==> src/rtl/rr_arbiter8_enc_if.sv <==
// Request/grant bundle between eight requesters and the round-robin arbiter.
// master = requester side, slave = arbiter side.
interface rr_arbiter8_enc_if;
  logic [7:0] req;
  logic       done;
  logic [7:0] gnt;
  logic [2:0] gnt_idx;
  logic       gnt_valid;
  logic       timeout;

  modport master (
    output req, done,
    input  gnt, gnt_idx, gnt_valid, timeout
  );

  modport slave (
    input  req, done,
    output gnt, gnt_idx, gnt_valid, timeout
  );
endinterface

==> src/rtl/rr_arbiter8_enc.sv <==
// Eight-way round-robin arbiter with a registered one-hot grant, its binary
// index, hold-until-release semantics and an optional hold-limit timeout.
module rr_arbiter8_enc #(
  parameter int MAX_HOLD = 16,
  parameter int CNT_W    = 8
) (
  input logic              clk,
  input logic              rst_n,
  rr_arbiter8_enc_if.slave bus
);

  localparam logic [0:0] IDLE = 1'b0;
  localparam logic [0:0] BUSY = 1'b1;

  localparam bit              HOLD_EN   = (MAX_HOLD != 0);
  localparam logic [CNT_W-1:0] HOLD_LAST = (MAX_HOLD == 0) ? '0 : CNT_W'(MAX_HOLD - 1);

  logic [0:0]       state_q, state_d;
  logic [2:0]       ptr_q, ptr_d;
  logic [CNT_W-1:0] hold_cnt_q, hold_cnt_d;
  logic [7:0]       gnt_q, gnt_d;
  logic [2:0]       gnt_idx_q, gnt_idx_d;
  logic             timeout_q, timeout_d;

  logic [2:0] win_idx;
  logic [2:0] cand;
  logic       found;
  logic       owner_req;
  logic       limit_hit;
  logic       release_now;

  // Scan from ptr upwards (mod 8); the first requester seen wins.
  always_comb begin
    win_idx = '0;
    cand    = '0;
    found   = 1'b0;
    for (int i = 0; i < 8; i++) begin
      cand = ptr_q + 3'(i);
      if (!found && bus.req[cand]) begin
        win_idx = cand;
        found   = 1'b1;
      end
    end
  end

  always_comb begin
    owner_req   = bus.req[gnt_idx_q];
    limit_hit   = HOLD_EN && (hold_cnt_q == HOLD_LAST);
    release_now = bus.done || !owner_req || limit_hit;

    state_d    = state_q;
    ptr_d      = ptr_q;
    hold_cnt_d = hold_cnt_q;
    gnt_d      = gnt_q;
    gnt_idx_d  = gnt_idx_q;
    timeout_d  = 1'b0;

    case (state_q)
      IDLE: begin
        if (found) begin
          gnt_d      = 8'b1 << win_idx;
          gnt_idx_d  = win_idx;
          hold_cnt_d = '0;
          state_d    = BUSY;
        end
      end
      default: begin
        if (release_now) begin
          gnt_d     = '0;
          gnt_idx_d = '0;
          ptr_d     = gnt_idx_q + 3'd1;
          state_d   = IDLE;
          // A pulse only when the limit alone forced the release.
          timeout_d = limit_hit && !bus.done && owner_req;
        end else begin
          hold_cnt_d = hold_cnt_q + 1'b1;
        end
      end
    endcase
  end

  always_ff @(posedge clk or negedge rst_n) begin
    if (!rst_n) begin
      state_q    <= IDLE;
      ptr_q      <= '0;
      hold_cnt_q <= '0;
      gnt_q      <= '0;
      gnt_idx_q  <= '0;
      timeout_q  <= 1'b0;
    end else begin
      state_q    <= state_d;
      ptr_q      <= ptr_d;
      hold_cnt_q <= hold_cnt_d;
      gnt_q      <= gnt_d;
      gnt_idx_q  <= gnt_idx_d;
      timeout_q  <= timeout_d;
    end
  end

  assign bus.gnt       = gnt_q;
  assign bus.gnt_idx   = gnt_idx_q;
  assign bus.gnt_valid = |gnt_q;
  assign bus.timeout   = timeout_q;

endmodule

==> src/flat_wrapper.sv <==
// flat-port wrapper written by rule: the top's interface ports become plain ports
module rr_arbiter8_enc_flat 
#(
  parameter int MAX_HOLD = 16,
  parameter int CNT_W    = 8
)
  (clk, rst_n, bus_req, bus_done, bus_gnt, bus_gnt_idx, bus_gnt_valid, bus_timeout);
  rr_arbiter8_enc_if bus_i ();
  input logic clk;
  input logic rst_n;
  input wire logic [$bits(bus_i.req)-1:0] bus_req;
  input wire logic [$bits(bus_i.done)-1:0] bus_done;
  output wire logic [$bits(bus_i.gnt)-1:0] bus_gnt;
  output wire logic [$bits(bus_i.gnt_idx)-1:0] bus_gnt_idx;
  output wire logic [$bits(bus_i.gnt_valid)-1:0] bus_gnt_valid;
  output wire logic [$bits(bus_i.timeout)-1:0] bus_timeout;
  assign bus_i.req = bus_req;
  assign bus_i.done = bus_done;
  assign bus_gnt = bus_i.gnt;
  assign bus_gnt_idx = bus_i.gnt_idx;
  assign bus_gnt_valid = bus_i.gnt_valid;
  assign bus_timeout = bus_i.timeout;
  rr_arbiter8_enc #(.MAX_HOLD(MAX_HOLD), .CNT_W(CNT_W)) u_core (.clk(clk), .rst_n(rst_n), .bus(bus_i));
endmodule
==> config.mk <==
export PLATFORM = sky130hd
export DESIGN_NAME = rr_arbiter8_enc_flat
export DESIGN_NICKNAME = d
export VERILOG_FILES = /design/src/rtl/rr_arbiter8_enc_if.sv /design/src/rtl/rr_arbiter8_enc.sv /design/src/flat_wrapper.sv
export SDC_FILE = /design/constraint.sdc
export NUM_CORES = 1
export LEC_CHECK = 0
export BUFFER_PORTS_ARGS = -buffer_cell sky130_fd_sc_hd__buf_2
export CAP_MARGIN = 10
export CORE_ASPECT_RATIO = 1.1
export CORE_MARGIN = 8
export CORE_UTILIZATION = 31
export DETAILED_ROUTE_END_ITERATION = 8
export PLACE_DENSITY = 0.57
export SYNTH_ARGS = -nofsm -noshare
export SYNTH_HDL_FRONTEND = slang
export SYNTH_SLANG_ARGS = --single-unit
==> constraint.sdc <==
create_clock -name clk -period 2.7 [get_ports clk]
set_input_delay 0.27 -clock clk [delete_from_list [all_inputs] [get_ports clk]]
set_output_delay 0.27 -clock clk [all_outputs]
set_load 0.05 [all_outputs]
; Word level (Yosys, flattened, before mapping)
; Cells that the tools add are included.
[word_totals]
elab_cells = 101
ff_bits = 24
out_inout_bits = 13
[classes]
order_cmp = 9
n_eq_ne = 3
n_mux = 48
addsub = 9
reduce_logical = 25
n_shift = 1
[ops]
columns = operator, n
row1 = two-way mux 8 bit, 6
row2 = less-than comparator 3 x 4 -> 1 bit (second input constant), 9
row3 = two-way mux 3 bit, 11
row4 = binary-select mux 1 bit (select 3 bit), 9
row5 = two-way mux 1 bit, 22
row6 = adder 3 bit (second input constant), 4
row7 = logical AND 1 bit, 9
row8 = logical NOT 1 bit, 9
row9 = adder 8 x 1 -> 8 bit (second input constant), 1
row10 = == test 8 x 4 -> 1 bit (second input constant), 1
row11 = OR reduction 8 bit, 1
row12 = left shift 1 x 3 -> 8 bit (first input constant), 1
row13 = adder 3 x 1 -> 3 bit (second input constant), 2
row14 = adder 3 x 2 -> 3 bit (second input constant), 2
row15 = AND reduction 2 bit, 3
row16 = != test 2 bit (second input constant), 2
row17 = logical OR 1 bit, 2
row18 = nonzero test 2 bit, 1

; Logic depth before layout (Yosys ltp)
[depth]
word_depth = 27
depth_mapped = 14
ltp_nobuf = 9

; Least setup slack after synthesis
; No wires, ideal clock.
[synth_path]
path_type = flip-flop to flip-flop
startpoint = register u_core.ptr_q[0]
endpoint = register u_core.gnt_q[0], in the netlist u_core.bus.gnt[0]
slack_ns = -0.248
arrival_time_ns = 2.826
synth_period_minus_slack_ns = 2.948
setup_time_ns = 0.122
path_buffers = 4
stages_incl_launch_ff = 13
path_cell_list = dfrtp_1 -> buf_6 -> inv_2 -> ha_1 -> buf_6 -> buf_6 -> mux2i_1 -> mux2i_1 -> o221a_1 -> or3_1 -> buf_6 -> o311a_4 -> a32o_1
[synth_between]
elab_chain_len = 27
[synth_rtl]
columns = item, line_no
row1 = from (decl), rr_arbiter8_enc.sv:19  ; logic [2:0] ptr_q, ptr_d;
row2 = from (signal assigned), rr_arbiter8_enc.sv:92  ; ptr_q <= ptr_d;
row3 = "parallel branches: the longest is 27 deep, another holds adder 3 x 1 -> 3 bit", n/a
row4 = to (signal assigned), rr_arbiter8_enc.sv:94  ; gnt_q <= gnt_d;
row5 = to (decl), rr_arbiter8_enc.sv:21  ; logic [7:0] gnt_q, gnt_d;
; Parallel ways; which one is timed is not known. The select of a mux whose other input is x is not followed.
; A chain may end at the register's enable or synchronous reset.

; Final worst setup path
[layout_path]
startpoint = register u_core.ptr_q[0]
endpoint = register u_core.gnt_q[4], in the netlist u_core.bus.gnt[4]
; The elaborated chain is that of the path after synthesis.

==> impl_metrics.toml <==
[detailed_routing]
highest_layer = "met4"
wl_met1_um = 2760
drt_iter0_drc = 90
post-route-drc-count = 0
routedWlPerCell_um = 17.0
wl_met3_um = 308
vias = 1996
via_per_inst = 5.50
ant_nets = 0
dr.pass1.iters = 4
wl_um = 6180
wl_met2_um = 3080

[synth]
async_flop_share_pct = 100
synth_top_cell_area_share_pct = 27.9
synth_area_um2 = 2160
synthDistinctLibCells = 53
synth-main-ff-cell = "dfrtp_1"
synth_warnings = 0
synth_top_area_cell = "dfrtp_1"
syn_nets = 230
synth_edf_count = 0
syn_avg_cell_area_um2 = 10.0
syn_inst = 215
synth.area.top_cells = "dfrtp_1, mux4_2, mux2i_1"
seq_area_frac_synth_pct = 27.9
synth-seq-cells = 24

[final_layout]
layout_commonest_cell = "buf_4"
fillers = 671
drive_above_1_share_pct = 50.4
syn_to_final_growth_pct = 39.5
finalNetCount = 294
seq_area_um2 = 601
multi_input_area_um2 = 1710
final_cell_mix = "buf_4, dfrtp_1, buf_2"
fin_area_um2 = 3010
antenna_cells = 0

[sta]
post-route-period-util_pct = 103
setup_viol = 9
slew_headroom_pct = 65.0
hold_viol = 0
max_freq_ghz = 0.358
drv_slew = 0
skew_ns = 0.00300
worst_hold_slack_ns = 0.274
rsz0062_at_grt = "true"
post-route-worst-setup-slack_ns = -0.0930
tightest_slew_ns = 0.525
tns_ns = -0.465
finalCriticalPeriod_ns = 2.79

[worst_hold_path]
worstHoldPathType = "input port to flip-flop"
whs_path_depth = 4

[global_route]
grt_pass1_wl_um = 10100
grtUsageTotal_pct = 12.9
antenna_found_initial = 0
grt.overflow.total = 0
grt_max_degree = 25
grt_pass1_vias = 2001

[placement]
place_area_um2 = 2640
place_hpwl_um = 4620
dp_slack_ns = -0.123
gp_congestion = 0.854
port_buffers = 23

[setup_path]
r2r_cells = 9
critPathArrivalTime_ns = 2.95
worstSetupPathType = "flip-flop to flip-flop"
path_max_fanout = 7
cp-end-kind = "flip-flop"
crit_required_ns = 2.85
rrSetupSlack_ns = -0.09
startpoint_type = "flip-flop"

[status]
status = "finished with violations"
violations = "negative setup slack"

[floorplan]
die_x_um = 95.5
core_area_um2 = 6890
dieHeight_um = 103
fp-row-count = 32
dieArea_um2 = 9880
boundaryPins = 24
start_util_pct = 31.3

[cts]
root_buffer = "clkbuf_8"
h-tree-depth = 1
clock_latency_ns = 0.26
cts_buffer_depth = 2
clk_pin_slew_ns = 0.08
cts_tree = "built"
cts_buffers = 3
cts_sinks = 24

[flow_run]
cap_violations = 0
worst paths after layout:
kind / start / endpoint
hold reg to reg: u_core.hold_cnt_q[0] / u_core.hold_cnt_q[0]
setup reg to reg: u_core.ptr_q[0] / u_core.bus.gnt[4]
setup / recovery: u_core.ptr_q[0] / u_core.bus.gnt[4]
max in group asynchronous: rst_n / u_core.bus.gnt[3]
hold / removal: bus_done / u_core.bus.timeout
min in group asynchronous: rst_n / u_core.bus.gnt[2]
final cells by class:
class / instances / area share (%)
clock buffer: 4 / 1.83
inverter: 7 / 1.04
multi-input combinational: 172 / 56.7
sequential: 24 / 20.0
tap: 85 / 3.54
timing repair buffer: 71 / 16.9
flip-flops by register name, summed over array words and instances (netlist names):
signal	flops
u_core.bus.gnt	8
u_core.state_q	1
u_core.bus.gnt_idx	3
u_core.hold_cnt_q	8
u_core.bus.timeout	1
u_core.ptr_q	3
logic make-up after synthesis:
family          share of synthesized area [%]
xor+xnor                                 4.41
fa+ha+maj                                2.32
compound gates                           17.9
flops                                    27.9
buf+inv                                  5.69
simple gates                             16.4
mux                                      25.4
synthesized netlist by cell type (all sizes together), types with 7 or more instances:
| master | count |
|---|---|
| dfrtp | 24 |
| nand2 | 18 |
| nand3 | 18 |
| mux2i | 17 |
| nor2 | 14 |
| mux4 | 12 |
| o21ai | 11 |
| buf | 10 |
| mux2 | 8 |
| xnor2 | 8 |
| a21oi | 7 |
| inv | 7 |
stage by stage:
stage | cells | util [%]
global placement | 350 | 38.3
finish | 363 | 43.7
floorplan | 215 | -
detailed placement | 350 | 38.3
CTS | 361 | 40.7
global route | 363 | 43.7
worst max-delay path, stage by stage (launching register included):
cell and delay, ns:
dfrtp_1 0.43, inv_6 0.05, ha_4 0.32, buf_6 0.15, mux2i_4 0.25, mux2i_2 0.11, o221a_1 0.29, or3_4 0.41
o311a_4 0.41, a32o_1 0.26
what timing repair did:
item                                   4_1_cts  5_1_grt
setup endpoints to repair                   17       20
hold buffers                                 1        0
endpoints found under the hold margin       24        0
resized for setup                           11       40
buffers inserted                             6        2
pin swaps                                    5       14
metal layers:
| layer | up-vias | GRT usage [%] |
|---|---|---|
| li1 | 955 | - |
| met2 | 45 | 22.2 |
| met1 | 992 | 17.2 |
| met3 | 4 | 1.23 |
| met5 | - | 0 |
| met4 | 0 | 2.25 |
Power is not shown: default switching activity piles up to over one toggle a cycle in this logic, so the estimate is an artifact.
